**src/rtl/fsm_run_monitor_if.sv**
```systemverilog
// fsm_run_monitor_if: detector inputs and statistics outputs of fsm_run_monitor
// master drives z/y/clear/ack; slave (the monitor) drives the counters, alarm, proto_err and hex
interface fsm_run_monitor_if #(parameter int CW = 8);
  logic z;
  logic [3:0] y;
  logic clear;
  logic ack;
  logic [CW-1:0] zero_hits;
  logic [CW-1:0] one_hits;
  logic [CW-1:0] run_len;
  logic [CW-1:0] max_run;
  logic alarm;
  logic proto_err;
  logic [6:0] hex;
  modport master(output z, y, clear, ack, input zero_hits, one_hits, run_len, max_run, alarm, proto_err, hex);
  modport slave(input z, y, clear, ack, output zero_hits, one_hits, run_len, max_run, alarm, proto_err, hex);
endinterface

```
**src/rtl/fsm_run_monitor.sv**
```systemverilog
// fsm_run_monitor: hit counters, run-length tracking, long-run alarm and 7-seg display for the run detector
// clk/reset plain ports (sync active-high reset); m: z, y, clear, ack in; zero_hits, one_hits, run_len, max_run, alarm, proto_err, hex out
module fsm_run_monitor #(
  parameter int CW = 8,
  parameter int ALARM_LEN = 16
) (
  input logic clk,
  input logic reset,
  fsm_run_monitor_if.slave m
);
  localparam logic [1:0] IDLE = 2'd0, WATCH = 2'd1, ALARM = 2'd2, HOLDOFF = 2'd3;
  localparam logic [CW-1:0] MAX = {CW{1'b1}};
  localparam logic [CW-1:0] AL1 = CW'(ALARM_LEN - 1);
  logic z_prev_q, z_prev_d;
  logic [CW-1:0] zero_hits_q, zero_hits_d, one_hits_q, one_hits_d;
  logic [CW-1:0] run_len_q, run_len_d, max_run_q, max_run_d;
  logic proto_err_q, proto_err_d;
  logic [1:0] state_q, state_d;
  logic [6:0] hex_q, hex_d;
  logic rise, zh_hit, oh_hit, err;
  always_comb begin
    z_prev_d = m.z;
    rise = m.z & ~z_prev_q;
    zh_hit = rise & (m.y == 4'd4);
    oh_hit = rise & (m.y == 4'd8);
    err = (m.y > 4'd8) | (m.z & (m.y != 4'd4) & (m.y != 4'd8));
    // a hit coinciding with clear lands on the freshly zeroed counter
    zero_hits_d = m.clear ? CW'(zh_hit) : zero_hits_q + CW'(zh_hit && zero_hits_q != MAX);
    one_hits_d = m.clear ? CW'(oh_hit) : one_hits_q + CW'(oh_hit && one_hits_q != MAX);
    run_len_d = !m.z ? '0 : !z_prev_q ? CW'(1) : run_len_q + CW'(run_len_q != MAX);
    max_run_d = (m.clear || run_len_d > max_run_q) ? run_len_d : max_run_q;
    proto_err_d = err | (proto_err_q & ~m.clear);
    // run_len_q lags the sample by one, so ALARM_LEN-1 means this is the ALARM_LEN-th high
    state_d = state_q == IDLE  ? (m.z ? WATCH : IDLE) :
              state_q == WATCH ? (!m.z ? IDLE : run_len_q == AL1 ? ALARM : WATCH) :
              state_q == ALARM ? (!m.ack ? ALARM : m.z ? HOLDOFF : IDLE) :
                                 (m.z ? HOLDOFF : IDLE);
    case (m.y)
      4'd0: hex_d = 7'h40;
      4'd1: hex_d = 7'h79;
      4'd2: hex_d = 7'h24;
      4'd3: hex_d = 7'h30;
      4'd4: hex_d = 7'h19;
      4'd5: hex_d = 7'h12;
      4'd6: hex_d = 7'h02;
      4'd7: hex_d = 7'h78;
      4'd8: hex_d = 7'h00;
      default: hex_d = 7'h3F;
    endcase
  end
  always_ff @(posedge clk) begin
    if (reset) begin
      z_prev_q <= 1'b0;
      zero_hits_q <= '0;
      one_hits_q <= '0;
      run_len_q <= '0;
      max_run_q <= '0;
      proto_err_q <= 1'b0;
      state_q <= IDLE;
      hex_q <= 7'h40;
    end else begin
      z_prev_q <= z_prev_d;
      zero_hits_q <= zero_hits_d;
      one_hits_q <= one_hits_d;
      run_len_q <= run_len_d;
      max_run_q <= max_run_d;
      proto_err_q <= proto_err_d;
      state_q <= state_d;
      hex_q <= hex_d;
    end
  end
  assign m.zero_hits = zero_hits_q;
  assign m.one_hits = one_hits_q;
  assign m.run_len = run_len_q;
  assign m.max_run = max_run_q;
  assign m.alarm = state_q == ALARM;
  assign m.proto_err = proto_err_q;
  assign m.hex = hex_q;
endmodule

```
**src/flat_wrapper.sv**
```systemverilog
// flat-port wrapper written by rule: the top's interface ports become plain ports
module fsm_run_monitor_flat 
#(
  parameter int CW = 8,
  parameter int ALARM_LEN = 16
)
  (clk, reset, m_z, m_y, m_clear, m_ack, m_zero_hits, m_one_hits, m_run_len, m_max_run, m_alarm, m_proto_err, m_hex);
  fsm_run_monitor_if #(.CW(CW)) m_i ();
  input logic clk;
  input logic reset;
  input wire logic [$bits(m_i.z)-1:0] m_z;
  input wire logic [$bits(m_i.y)-1:0] m_y;
  input wire logic [$bits(m_i.clear)-1:0] m_clear;
  input wire logic [$bits(m_i.ack)-1:0] m_ack;
  output wire logic [$bits(m_i.zero_hits)-1:0] m_zero_hits;
  output wire logic [$bits(m_i.one_hits)-1:0] m_one_hits;
  output wire logic [$bits(m_i.run_len)-1:0] m_run_len;
  output wire logic [$bits(m_i.max_run)-1:0] m_max_run;
  output wire logic [$bits(m_i.alarm)-1:0] m_alarm;
  output wire logic [$bits(m_i.proto_err)-1:0] m_proto_err;
  output wire logic [$bits(m_i.hex)-1:0] m_hex;
  assign m_i.z = m_z;
  assign m_i.y = m_y;
  assign m_i.clear = m_clear;
  assign m_i.ack = m_ack;
  assign m_zero_hits = m_i.zero_hits;
  assign m_one_hits = m_i.one_hits;
  assign m_run_len = m_i.run_len;
  assign m_max_run = m_i.max_run;
  assign m_alarm = m_i.alarm;
  assign m_proto_err = m_i.proto_err;
  assign m_hex = m_i.hex;
  fsm_run_monitor #(.CW(CW), .ALARM_LEN(ALARM_LEN)) u_core (.clk(clk), .reset(reset), .m(m_i));
endmodule
```
**config.mk**
```make
export PLATFORM = sky130hd
export DESIGN_NAME = fsm_run_monitor_flat
export DESIGN_NICKNAME = d
export VERILOG_FILES = /design/src/rtl/fsm_run_monitor_if.sv /design/src/rtl/fsm_run_monitor.sv /design/src/flat_wrapper.sv
export SDC_FILE = /design/constraint.sdc
export NUM_CORES = 1
export LEC_CHECK = 0
export BUFFER_PORTS_ARGS = -buffer_cell sky130_fd_sc_hd__buf_2
export CAP_MARGIN = 25
export CORE_UTILIZATION = 50
export DETAILED_ROUTE_END_ITERATION = 12
export HOLD_SLACK_MARGIN = 0.06
export PLACE_DENSITY = 0.86
export SYNTH_ARGS = -nofsm -noshare
export SYNTH_HDL_FRONTEND = slang
export SYNTH_SLANG_ARGS = --single-unit
```
**constraint.sdc**
```tcl
create_clock -name clk -period 4.9 [get_ports clk]
set_clock_uncertainty 0.05 [all_clocks]
set_input_delay 0.735 -clock clk [delete_from_list [all_inputs] [get_ports clk]]
set_output_delay 0.735 -clock clk [all_outputs]
set_load 0.03 [all_outputs]
```
# Yosys cells after proc, flatten, opt, wreduce, memory -nomap -nowiden

Memory sizes are Yosys's and may differ from the RTL's. A register that Yosys moved wholly into a read port is not among the register bits.
Cells that the tools add are included.

Register bits: 36
Bits in read-only memories: 112
Output and inout bits: 41
Word-level logic and storage cells: 52
Memories kept: 1

$add $sub $neg: 3
Order comparisons: 2
Equality and inequality tests: 10
Muxes and demuxes: 12
Bitwise logic cells: 10
Reductions and logical operators: 5

Memories:

| memory          | words | width | rd ports | clocked after Yosys merged registers in | write ports | RTL line              | text |
|---|---|---|---|---|---|---|---|
| (no name shown) | 16    | 7     | 1        | 1                                       | 0           | fsm_run_monitor.sv:38 | `case (m.y)` |

Operators by type and width:

| cell                 | count |
|---|---|
| $add A8 B1 Y8        | 3 |
| $ne A8 B8 Y1 const B | 3 |
| $mux W8              | 2 |
| $mux W2              | 7 |
| $eq A8 B4 Y1 const B | 1 |
| $gt A8 B8 Y1         | 1 |
| $and A1 B1 Y1        | 6 |
| $eq A4 B3 Y1 const B | 1 |
| $eq A4 B4 Y1 const B | 1 |
| $gt A4 B4 Y1 const B | 1 |
| $ne A4 B3 Y1 const B | 1 |
| $ne A4 B4 Y1 const B | 1 |
| $mux W1              | 3 |
| $eq A2 B1 Y1 const B | 1 |
| $eq A2 B2 Y1 const B | 1 |
| $logic_and A1 B1 Y1  | 2 |
| $logic_not A2 Y1     | 1 |
| $not A1 Y1           | 2 |
| $or A1 B1 Y1         | 2 |
| $reduce_or A2 Y1     | 1 |
| $logic_or A1 B1 Y1   | 1 |

# Depth between registers and ports, before layout

Gate-level depths: netlist of the first run.

Depth in word-level cells: 6
Gate-level depth with buffers: 16
Mapped depth without buffers: 16

# Least setup slack after synthesis of the first run

Ideal clock, no wire load.

Path kind: flip-flop to flip-flop
Start point: register u_core.run_len_q[2], in the netlist u_core.m.run_len[2]
End point: register u_core.max_run_q[0], in the netlist u_core.m.max_run[0]
Library setup time: 0.121 ns
Data arrival time: 3.233 ns
Data required time: 4.729 ns
Setup slack: 1.497 ns
Cell stages (with the launch flop): 17
Path buffers: 0
Cells stage by stage: dfxtp_1 and2_1 and3_1 nand2_1 or2_2 ha_1 ha_1 nand3_1 nor2_1 xnor2_1 nor2_1 ha_1 nand4_1 nand2b_1 a21oi_2 nor3_4 mux2_2

Cells in the longest elaborated chain, start to end: 6

RTL lines:

| element                  | RTL line              | text |
|---|---|---|
| start: declaration       | fsm_run_monitor.sv:16 | `logic [CW-1:0] run_len_q, run_len_d, max_run_q, max_run_d;` |
| start signal: assignment | fsm_run_monitor.sv:65 | `run_len_q <= run_len_d;` |
| $ne A8 B8 Y1             | fsm_run_monitor.sv:30 | `run_len_d = !m.z ? '0 : !z_prev_q ? CW'(1) : run_len_q + CW'(run_len_q != MAX);` |
| $add A8 B1 Y8 (*)        | fsm_run_monitor.sv:30 |  |
| $mux W8 (*) (2 in a row) | fsm_run_monitor.sv:30 |  |
| via u_core.run_len_d[6]  | fsm_run_monitor.sv:16 |  |
| $gt A8 B8 Y1 (*)         | fsm_run_monitor.sv:31 | `max_run_d = (m.clear \|\| run_len_d > max_run_q) ? run_len_d : max_run_q;` |
| $logic_or A1 B1 Y1 (*)   | fsm_run_monitor.sv:31 |  |
| end signal: assignment   | fsm_run_monitor.sv:66 | `max_run_q <= max_run_d;` |
| end: declaration         | fsm_run_monitor.sv:16 |  |

The timed path passes the listed nets; every way through them passes the cells marked *.
A chain may end at the register's enable or synchronous reset.

# Worst setup path in the final report of the first run

Ends and elaborated chain as after synthesis.

==> run_results.csv, run 1 <==
group,metric,value,unit
synthesis,syn-num-nets,267,
clock_network,clk_pin_slew,0.08,ns
floorplan,die_area,4430,um2
clock_network,cts_setup_buffers,0,
clock_network,tritoncts,"built",
status,outcome,"completed",
synthesis,netlist_area,2080,um2
sta,slew_headroom,0.685,
global_routing,busiest_layer,"met2",
worst_setup_path,path_cells,"and2_1, and3_1, nand2_1, or2_2, ha_1, ha_1, nand3_1, nor2_1, xnor2_1, nor2_1, ha_1, nand4_1, nand2b_1, a21oi_2, nor3_4, mux2_2",
pwr,p_int,479,uW
worst_setup_path,cpMostUsedCell,"ha_1",
pwr,seqPwrFrac,0.558,
final_layout,n_fill_cell,352,
detailed_routing,totalWireLength,4240,um
global_routing,overflow,0,
placed_design,dp.final_hpwl,3190,um
floorplan,die_w,66.6,um
pwr,leakagePower,0.00111,uW
detailed_routing,wire_per_inst,12.5,um
final_layout,layout-area-overhead-vs-synth,17.5,%
sta,rsz0062_at_grt,"false",
detailed_routing,ant_nets,0,
clock_network,clockBufferDepth,2,
floorplan,num_io_pins,50,
job,drv_cap,0,
worst_setup_path,path_class,"reg2reg",
final_layout,final_nets,316,
worst_setup_path,reg2reg_slack,1.39,ns
pwr,p_comb_frac,0.104,
worst_setup_path,crit_path_start_kind,"flop",
synthesis,ys.flop_type,"dfxtp_1",
detailed_routing,vias_per_cell,5.25,
detailed_routing,drc,0,
placed_design,io_buffers,49,
sta,tns,0,ns
synthesis,yosys_warnings,0,
pwr,power.switching,167,uW
worst_setup_path,critPathMaxStageDelay,0.42,ns
final_layout,final_common_cell,"buf_2",
pwr,vdd_drop_max,0.146,mV
floorplan,rows,23,
worst_setup_path,worst-path-buf-inv,0,
clock_network,clkSinkCount,43,
pwr,p_clk_frac,0.339,
floorplan,start_util,0.521,
sta,final-max-slew-violation-count,0,
global_routing,grt.met2_usage,0.354,
synthesis,ys_async_sr_fraction,0,
synthesis,ys_types,31,
synthesis,synthCells,239,
sta,min_period_over_period,0.716,
worst_setup_path,worst-path-max-fanout,8,
final_layout,instances_no_fill,339,
worst_setup_path,cp.required,5.04,ns
sta,final_hold_viol_count,0,
placed_design,dp_worst_setup_slack,1.40,ns
final_layout,num_antenna_cells,0,
final_layout,drive_gt1_frac,0.242,
final_layout,fin_area,2450,um2
global_routing,grt_start_max_net_pins,28,
sta,worstMarginPinSlew,0.473,ns
sta,min_period,3.51,ns
clock_network,ctsResizeCount,0,
worst_setup_path,cp_top_family,"simple AND/OR/NAND/NOR gates",
global_routing,grt_pass1_wl,6840,um
floorplan,fp.dieH,66.6,um
clock_network,hold_buffers,0,
sta,setup_violations,0,
min_path,hold_path_class,"reg2reg",
global_routing,grt_use_met1,0.232,
clock_network,numCtsBuffers,5,
sta,max_freq,285,MHz
pwr,p_sw_frac,0.259,
pwr,power_density,264,nW/um2
detailed_routing,drt_iter0_markers,50,
synthesis,avgSynthCellArea,8.72,um2
placed_design,gp_congestion,0.865,
worst_setup_path,worstSetupEndpointType,"flop",
worst_setup_path,worstPathArrival,3.65,ns
floorplan,core,4000,um2
global_routing,gr-usage-all-layers,0.204,
clock_network,ctsRootBufferMaster,"clkbuf_8",
synthesis,synth-edff-count,0,
placed_design,dp_cells,331,
clock_network,h-tree-depth,2,
detailed_routing,drt_pre_antenna_iters,4,
global_routing,first_global_vias,1602,
synthesis,ys_seq_area_frac,0.413,
placed_design,placed_cell_area,2360,um2
synthesis,synth-seq-cells,43,
global_routing,grt.met3_usage,0.0582,
worst_setup_path,crit_path_top_delay_cell,"dfxtp_1",
final_layout,layout_common_cells,"buf_2, dfxtp_1, nor2_1, ha_1, inv_1",
global_routing,antenna_found_initial,0,
sta,setup_slack,1.39,ns
clock_network,clock_latency,0.29,ns
detailed_routing,vias,1780,
## cells by family after synthesis
| kind of cell | share of synthesized area |
|---|---|
| adder cells (fa/ha/maj) | 0.114 |
| buffers and inverters | 0.0408 |
| XOR/XNOR | 0.0589 |
| multiplexers | 0.0529 |
| AND/OR/NAND/NOR | 0.236 |
| AO/OA/AOI/OAI | 0.0841 |
| flip-flops | 0.413 |
## state kept, by name, summed over array words and instances, names as in the netlist
| register | count |
|---|---|
| u_core.z_prev_q | 1 |
| u_core.state_q | 2 |
| u_core.m.proto_err | 1 |
| u_core.m.zero_hits | 8 |
| u_core.m.hex | 7 |
| u_core.m.one_hits | 8 |
| u_core.m.max_run | 8 |
| u_core.m.run_len | 8 |
## synth_stat cells (2+ instances only)
library cell | count | area share
xnor2_1 | 5 | 0.021
nand3_1 | 11 | 0.026
nand2_1 | 14 | 0.025
nand4_1 | 6 | 0.018
buf_2 | 2 | 0.0048
o21a_1 | 2 | 0.0072
xor2_1 | 9 | 0.038
nand2b_1 | 5 | 0.015
or2_2 | 2 | 0.0060
and3_1 | 4 | 0.012
nor2b_1 | 5 | 0.015
clkbuf_1 | 5 | 0.0090
ha_1 | 19 | 0.11
mux2_2 | 8 | 0.043
nor2_1 | 37 | 0.067
mux2i_1 | 2 | 0.0096
a21oi_1 | 14 | 0.034
or3_1 | 5 | 0.015
o21ai_0 | 9 | 0.022
nor3_1 | 8 | 0.019
inv_1 | 15 | 0.027
dfxtp_1 | 43 | 0.41
## per-stage QoR
stage	hold slack (ns)	total power, uW	util
finish	0.455	646	0.612
floorplan	0.423	416	-
global placement	0.432	434	0.591
global route	0.477	673	0.612
detailed placement	0.440	435	0.591
CTS	0.452	654	0.612
## layout make-up
cell class / count / area [um2] / share of cell area
clock buffers: 6 / 72.6 / 0.0297
repair buffers: 49 / 245 / 0.100
multi-input cells: 174 / 1140 / 0.465
well taps: 50 / 62.6 / 0.0256
inverters: 15 / 56.3 / 0.0230
flip-flops and latches: 43 / 861 / 0.352
clock inverters: 2 / 12.5 / 0.00511
## power by group through the flow
| stage | Sequential [uW] | Clock, uW | Combinational (uW) |
|---|---|---|---|
| 3_3_place_gp | 368 | 0 | 65.5 |
| 6_report | 360 | 219 | 66.9 |
| 2_1_floorplan | 381 | 0 | 34.5 |
| 5_1_grt | 361 | 238 | 73.5 |
| 4_1_cts | 360 | 227 | 67.3 |
| 3_5_place_dp | 369 | 0 | 67.0 |
## per-layer routing
| layer | vias up | share of wire |
|---|---|---|
| met5 | - | 0 |
| met4 | 0 | 0.018 |
| met3 | 8 | 0.048 |
| met2 | 40 | 0.50 |
| met1 | 826 | 0.44 |
| li1 | 906 | - |
## tightest hold or removal path, delay by kind of cell (launching register included)
| kind | cells | cell delay, ns |
|---|---|---|
| AO/OA/AOI/OAI | 2 | 0.13 |
| flip-flops | 1 | 0.33 |
## path summary, 6_finish.rpt
path                                      startpoint                   end  cells after the start
worst max-delay path             u_core.m.run_len[2]   u_core.m.max_run[0]                     16
worst max register to register   u_core.m.run_len[2]   u_core.m.max_run[0]                     16
worst min-delay path            u_core.m.one_hits[5]  u_core.m.one_hits[5]                      2
worst min register to register  u_core.m.one_hits[5]  u_core.m.one_hits[5]                      2
(Power assumes the default switching activity.)
==> inputs of run 2 (changes only) <==
--- a/config.mk
+++ b/config.mk
@@ -5,9 +5,10 @@
 export SDC_FILE = /design/constraint.sdc
 export NUM_CORES = 1
 export LEC_CHECK = 0
+export ABC_AREA = 1
 export BUFFER_PORTS_ARGS = -buffer_cell sky130_fd_sc_hd__buf_2
 export CAP_MARGIN = 25
-export CORE_UTILIZATION = 50
+export CORE_UTILIZATION = 48
 export DETAILED_ROUTE_END_ITERATION = 12
 export HOLD_SLACK_MARGIN = 0.06
 export PLACE_DENSITY = 0.86
==> constraint.sdc (replaced) <==
create_clock -name clk -period 3 [get_ports clk]
set_clock_uncertainty 0.05 [all_clocks]
set_input_delay 0.45 -clock clk [delete_from_list [all_inputs] [get_ports clk]]
set_output_delay 0.45 -clock clk [all_outputs]
set_load 0.03 [all_outputs]
==> run 2 against run 1 <==
Effect of this change: non-clock buffer count is 5 higher; sequential power rose by 73%; cell count is 20% higher; critical path type unchanged; combinational power rose to 6.0 times the previous value; worst hold slack worse by 0.060 ns; clock power up 85%; largest cell class unchanged; global-route usage rose by 0.25 points; cell area up 9.7%; die area rose by 12%; highest routed layer unchanged; utilization is 0.35 points lower; via count up 19%.
==> run_results.csv, run 2 <==
group,metric,value,unit
synthesis,avgSynthCellArea,7.47,um2
synthesis,ys.flop_type,"dfxtp_1",
clock_network,clk_pin_slew,0.08,ns
floorplan,num_io_pins,50,
placed_design,dp_cells,395,
synthesis,synthTopCellsByArea,"dfxtp_1, ha_1, nand2_1",
worst_setup_path,worst-path-max-fanout,6,
clock_network,tritoncts,"built",
worst_setup_path,cp.required,3.14,ns
pwr,p_sw_frac,0.331,
final_layout,final_common_cell,"nand2_1",
detailed_routing,drt_iter0_markers,144,
global_routing,gr-usage-all-layers,0.207,
global_routing,overflow,0,
global_routing,antenna_found_initial,0,
worst_setup_path,cpMostUsedCell,"nand2_1",
sta,min_period,2.79,ns
synthesis,synth_top_area_share,0.384,
detailed_routing,drt_pre_antenna_iters,5,
pwr,power_density,531,nW/um2
final_layout,fin_area,2690,um2
synthesis,synth-seq-cells,43,
sta,setup_violations,0,
synthesis,synthSimpleGateAreaFrac,0.294,
clock_network,clkSinkCount,43,
final_layout,drive_gt1_frac,0.267,
placed_design,io_buffers,49,
worst_setup_path,worstPathArrival,2.93,ns
synthesis,muxShareOfSynthArea,0,
pwr,seqPwrFrac,0.436,
placed_design,placed_cell_area,2510,um2
sta,final_hold_viol_count,0,
detailed_routing,wire_per_inst,12.2,um
status,outcome,"completed",
placed_design,gp_congestion,0.903,
worst_setup_path,crit_path_top_delay_cell,"dfxtp_4",
worst_setup_path,path_cells,"nand2_1, nor2_2, nand3_1, ha_2, ha_1, nand2_1, nor2_2, or2_1, nand3_1, inv_1, ha_1, nand2_1, nor2_2, nand2_1, nand2_1, nand2_4, buf_4, a21oi_1, nor2_1",
clock_network,ctsRootBufferMaster,"clkbuf_8",
final_layout,instances_no_fill,408,
global_routing,first_global_vias,1895,
job,drv_cap,0,
sta,worstMarginPinSlew,0.647,ns
pwr,p_clk_frac,0.284,
synthesis,synth_top_family_by_area,"simple AND/OR/NAND/NOR gates",
synthesis,synth_fa_ha_area_frac,0.106,
sta,hold_ws,0.395,ns
detailed_routing,drc,0,
floorplan,rows,24,
floorplan,core,4410,um2
synthesis,yosys_warnings,0,
min_path,hold_path_class,"in2reg",
floorplan,fp.dieH,70.3,um
detailed_routing,totalWireLength,5000,um
detailed_routing,vias,2117,
floorplan,die_area,4940,um2
global_routing,grt_pass1_wl,8190,um
clock_network,clockBufferDepth,2,
pwr,p_int,954,uW
final_layout,layout-area-overhead-vs-synth,19.9,%
floorplan,start_util,0.507,
synthesis,ys_async_sr_fraction,0,
clock_network,clock_latency,0.29,ns
detailed_routing,ant_nets,0,
worst_setup_path,critPathMaxStageDelay,0.37,ns
synthesis,netlist_area,2240,um2
sta,max_freq,358,MHz
clock_network,h-tree-depth,2,
synthesis,synth_common_cells,"nand2_1, inv_1, dfxtp_1",
sta,min_period_over_period,0.930,
synthesis,syn-num-nets,328,
pwr,p_comb_frac,0.280,
final_layout,final_nets,383,
sta,slew_headroom,0.567,
sta,final-max-slew-violation-count,0,
clock_network,numCtsBuffers,5,
final_layout,num_antenna_cells,0,
worst_setup_path,worstSetupEndpointType,"flop",
pwr,leakagePower,0.00135,uW
synthesis,synth-compound-area-share,0.109,
worst_setup_path,path_class,"reg2reg",
synthesis,synth-edff-count,0,
detailed_routing,vias_per_cell,5.19,
synthesis,synthCells,300,
pwr,power,1430,uW
synthesis,ys_seq_area_frac,0.384,
pwr,power.switching,473,uW
synthesis,synth-xor-area-share,0.00391,
global_routing,grt_start_max_net_pins,15,
synthesis,synth_top_area_cell,"dfxtp_1",
worst_setup_path,crit_path_start_kind,"flop",
synthesis,ys_types,35,
pwr,vdd_drop_max,0.279,mV
placed_design,dp.final_hpwl,3700,um
final_layout,layout_common_cells,"nand2_1, buf_2, inv_1, dfxtp_1, nor2_1",
floorplan,die_w,70.3,um
synthesis,yosysMostFrequentCell,"nand2_1",
## run 2: metrics by stage
step / TNS [ns] / util / setup WS (ns)
final: 0 / 0.608 / 0.209
after global placement: 0 / 0.568 / 0.196
after detailed placement: 0 / 0.568 / 0.0360
after global routing: -0.171 / 0.608 / -0.0314
after floorplan: 0 / - / 0.174
after CTS: 0 / 0.593 / 0.0469
## run 2: path summary, 6_finish.rpt
kind / startpoint / to / slack, ns / cells after the start
max: u_core.m.run_len[1] / u_core.m.max_run[3] / 0.21 / 19
min: m_y[3] / u_core.m.hex[6] / 0.39 / 2
max reg2reg: u_core.m.run_len[1] / u_core.m.max_run[3] / 0.21 / 19
min reg2reg: u_core.m.zero_hits[4] / u_core.m.zero_hits[4] / 0.42 / 2
## run 2: layout make-up
cell class                 instances  area [um2]
fill                             373        1730
clock inverter                     1        7.51
sequential                        43         878
multi-input combinational        201        1170
tap                               52        65.1
inverter                          50         188
clock buffer                       7        96.3
timing repair buffer              54         283
## run 2: cells by family after synthesis
family | after synthesis
buffers and inverters | 56
DFF | 43
AOI/OAI and AO/OA | 42
adders and majority gates | 19
xor gates and xnor gates | 1
and+or+nand+nor | 139
## run 2: what timing repair did
item / CTS / global route
resized for setup: 1 / 16
hold buffers: 0 / 0
pin swaps: 0 / 4
endpoints found under the setup margin: 1 / 8
setup buffers: 0 / 5
## run 2: power by group through the flow
stage	registers (uW)	logic (uW)	clock network (uW)
final	622	400	405
after global routing	626	441	439
after CTS	625	346	417
after detailed placement	638	336	0
after global placement	637	328	0
after floorplan	704	213	0
## run 2: metal layers
metal | share of wire | global-route usage | vias to the layer above
met5 | 0 | 0 | -
met4 | 0.018 | 0.0956 | 0
met3 | 0.055 | 0.0361 | 9
met2 | 0.49 | 0.351 | 69
met1 | 0.43 | 0.251 | 967
li1 | - | - | 1072
## run 2: worst max-delay path, delay by kind of cell (launching register included)
| kind | cells | cell delay, ns |
|---|---|---|
| and+or+nand+nor | 13 | 1.21 |
| adders and majority gates | 3 | 0.65 |
| DFF | 1 | 0.37 |
| buffers and inverters | 2 | 0.24 |
| AOI/OAI and AO/OA | 1 | 0.14 |
==> inputs of run 3 (changes only) <==
--- a/config.mk
+++ b/config.mk
@@ -11,7 +11,7 @@
 export CORE_UTILIZATION = 48
 export DETAILED_ROUTE_END_ITERATION = 12
 export HOLD_SLACK_MARGIN = 0.06
-export PLACE_DENSITY = 0.86
+export PLACE_DENSITY = 0.8
 export SYNTH_ARGS = -nofsm -noshare
 export SYNTH_HDL_FRONTEND = slang
 export SYNTH_SLANG_ARGS = --single-unit
==> run 3 against run 2 <==
Effect of this change: critical endpoint unchanged; first-iteration DRC count decreased by 30%; sequential cell count unchanged; die area unchanged; utilization increased by 0.14 points; register-to-register slack got worse by 0.03 ns; count of clock-buffer cells in the layout decreased by 1; critical path depth unchanged; global-route usage decreased by 1.2 points; sequential share of layout area decreased by 0.22 points; non-clock buffer count decreased by 2; largest power group unchanged; critical path type unchanged.
==> run_results.csv, run 3 (same netlist as run 2, synthesis figures left out) <==
group,metric,value,unit
status,outcome,"completed",
detailed_routing,vias_per_cell,5.06,
min_path,hold_path_class,"in2reg",
clock_network,clk_pin_slew,0.09,ns
placed_design,dp.final_hpwl,3560,um
worst_setup_path,path_cells,"nand2_2, nor2_4, nand3_1, ha_1, ha_2, nand2_2, nor2_2, or2_1, nand3_2, inv_1, ha_1, nand2_1, nor2_1, nand4_1, nand2_4, buf_4, nand3_1, nand2_1, nor2_1",
sta,final_hold_viol_count,0,
clock_network,numCtsBuffers,5,
worst_setup_path,worstReg2RegStart,"u_core.m.run_len[4]",
detailed_routing,ant_nets,0,
placed_design,io_buffers,49,
pwr,power,1500,uW
detailed_routing,drt_iter0_markers,101,
final_layout,final_common_cell,"nand2_1",
global_routing,grt_pass1_wl,7820,um
final_layout,layout-area-overhead-vs-synth,20.2,%
sta,max_freq,355,MHz
worst_setup_path,worst-path-buf-inv,2,
global_routing,antenna_found_initial,0,
worst_setup_path,reg2reg_slack,0.18,ns
sta,min_period,2.82,ns
pwr,p_sw_frac,0.322,
clock_network,hold_buffers,0,
sta,setup_violations,0,
clock_network,clkSinkCount,43,
global_routing,grt_start_max_net_pins,15,
placed_design,gp_congestion,0.902,
floorplan,start_util,0.507,
clock_network,clockBufferDepth,2,
worst_setup_path,path_class,"reg2reg",
floorplan,fp.dieH,70.3,um
floorplan,die_w,70.3,um
placed_design,dp_worst_setup_slack,0.0490,ns
final_layout,num_antenna_cells,0,
detailed_routing,drc,0,
pwr,leakagePower,0.00135,uW
final_layout,final_nets,382,
pwr,power_density,558,nW/um2
clock_network,tritoncts,"built",
sta,final-max-slew-violation-count,0,
min_path,worstHoldPathCells,2,
floorplan,core,4410,um2
pwr,vdd_drop_max,0.237,mV
job,drv_cap,0,
sta,setup_slack,0.182,ns
detailed_routing,drt_pre_antenna_iters,5,
sta,tns,0,ns
pwr,seqPwrFrac,0.415,
min_path,min_to,"u_core.m.hex[6]",
worst_setup_path,crit_path_top_delay_cell,"dfxtp_4",
detailed_routing,wire_per_inst,12.1,um
global_routing,overflow,0,
global_routing,first_global_vias,1793,
worst_setup_path,worst-path-max-fanout,7,
clock_network,ctsRootBufferMaster,"clkbuf_8",
pwr,p_clk_frac,0.313,
sta,worstMarginPinSlew,0.632,ns
worst_setup_path,cp_top_family,"simple AND/OR/NAND/NOR gates",
pwr,p_comb_frac,0.272,
sta,slew_headroom,0.577,
final_layout,instances_no_fill,407,
clock_network,clock_latency,0.29,ns
worst_setup_path,path_depth,19,
worst_setup_path,cp.required,3.15,ns
worst_setup_path,r2r_end,"u_core.m.max_run[3]",
pwr,p_int,1020,uW
worst_setup_path,critPathMaxStageDelay,0.39,ns
worst_setup_path,worstPathArrival,2.97,ns
floorplan,rows,24,
worst_setup_path,crit_path_start_kind,"flop",
final_layout,drive_gt1_frac,0.265,
floorplan,die_area,4940,um2
final_layout,layout_common_cells,"nand2_1, buf_2, inv_1, dfxtp_1, nor2_1",
detailed_routing,vias,2061,
clock_network,h-tree-depth,2,
worst_setup_path,timing.reg2reg.worst_path_depth,19,
pwr,power.switching,484,uW
global_routing,gr-usage-all-layers,0.195,
final_layout,utilization,0.610,
placed_design,dp_cells,395,
floorplan,num_io_pins,50,
worst_setup_path,worstSetupEndpointType,"flop",
min_path,hp-start,"m_y[3]",
detailed_routing,totalWireLength,4920,um
sta,min_period_over_period,0.939,
-- run 3: final cells by class --
class,instances,area [um2]
clock buffers,6,82.6
inverters,50,188
multi-input cells,202,1180
clock inverters,2,35.0
well taps,52,65.1
repair buffers,52,268
flip-flops and latches,43,875
fillers,380,1720
-- run 3: metrics by stage --
stage,hold slack [ns],area [um2]
2_1_floorplan,0.468,2240
3_3_place_gp,0.397,2510
3_5_place_dp,0.400,2510
4_1_cts,0.386,2630
5_1_grt,0.415,2690
6_report,0.395,2690
-- run 3: per-layer routing --
layer,vias up,global-route usage,share of wire
met1,946,0.254,0.46
met2,43,0.315,0.48
met4,0,0.0644,0.0081
met5,-,0,0
met3,4,0.0447,0.043
li1,1068,-,-
-- run 3: power by group through the flow --
| stage | combinational (uW) | clock [uW] | sequential, uW |
|---|---|---|---|
| 6_report | 409 | 470 | 622 |
| 3_3_place_gp | 330 | 0 | 637 |
| 4_1_cts | 340 | 478 | 625 |
| 2_1_floorplan | 213 | 0 | 704 |
| 5_1_grt | 451 | 496 | 628 |
| 3_5_place_dp | 337 | 0 | 638 |
-- run 3: worst max path at each step --
stage	from	end	slack, ns
after CTS	u_core.m.run_len[4]	u_core.m.max_run[7]	0.02
after global routing	u_core.m.run_len[4]	u_core.m.max_run[3]	-0.03
final	u_core.m.run_len[4]	u_core.m.max_run[3]	0.18
after detailed placement	u_core.m.run_len[4]	u_core.m.max_run[7]	0.05
after floorplan	u_core.m.run_len[4]	u_core.m.max_run[6]	0.17
after global placement	u_core.m.run_len[4]	u_core.m.max_run[7]	0.19
-- run 3: worst register-to-register path, delay by kind of cell, from the launching register on --
| family | cells | cell delay (ns) |
|---|---|---|
| adders and majority gates | 3 | 0.67 |
| buffers and inverters | 2 | 0.19 |
| and+or+nand+nor | 14 | 1.43 |
| DFF | 1 | 0.39 |
-- run 3: timing repair --
item,CTS,global route
buffers inserted,0,3
gates resized for setup,0,14
endpoints found under the hold margin,0,0
endpoints found under the setup margin,0,8
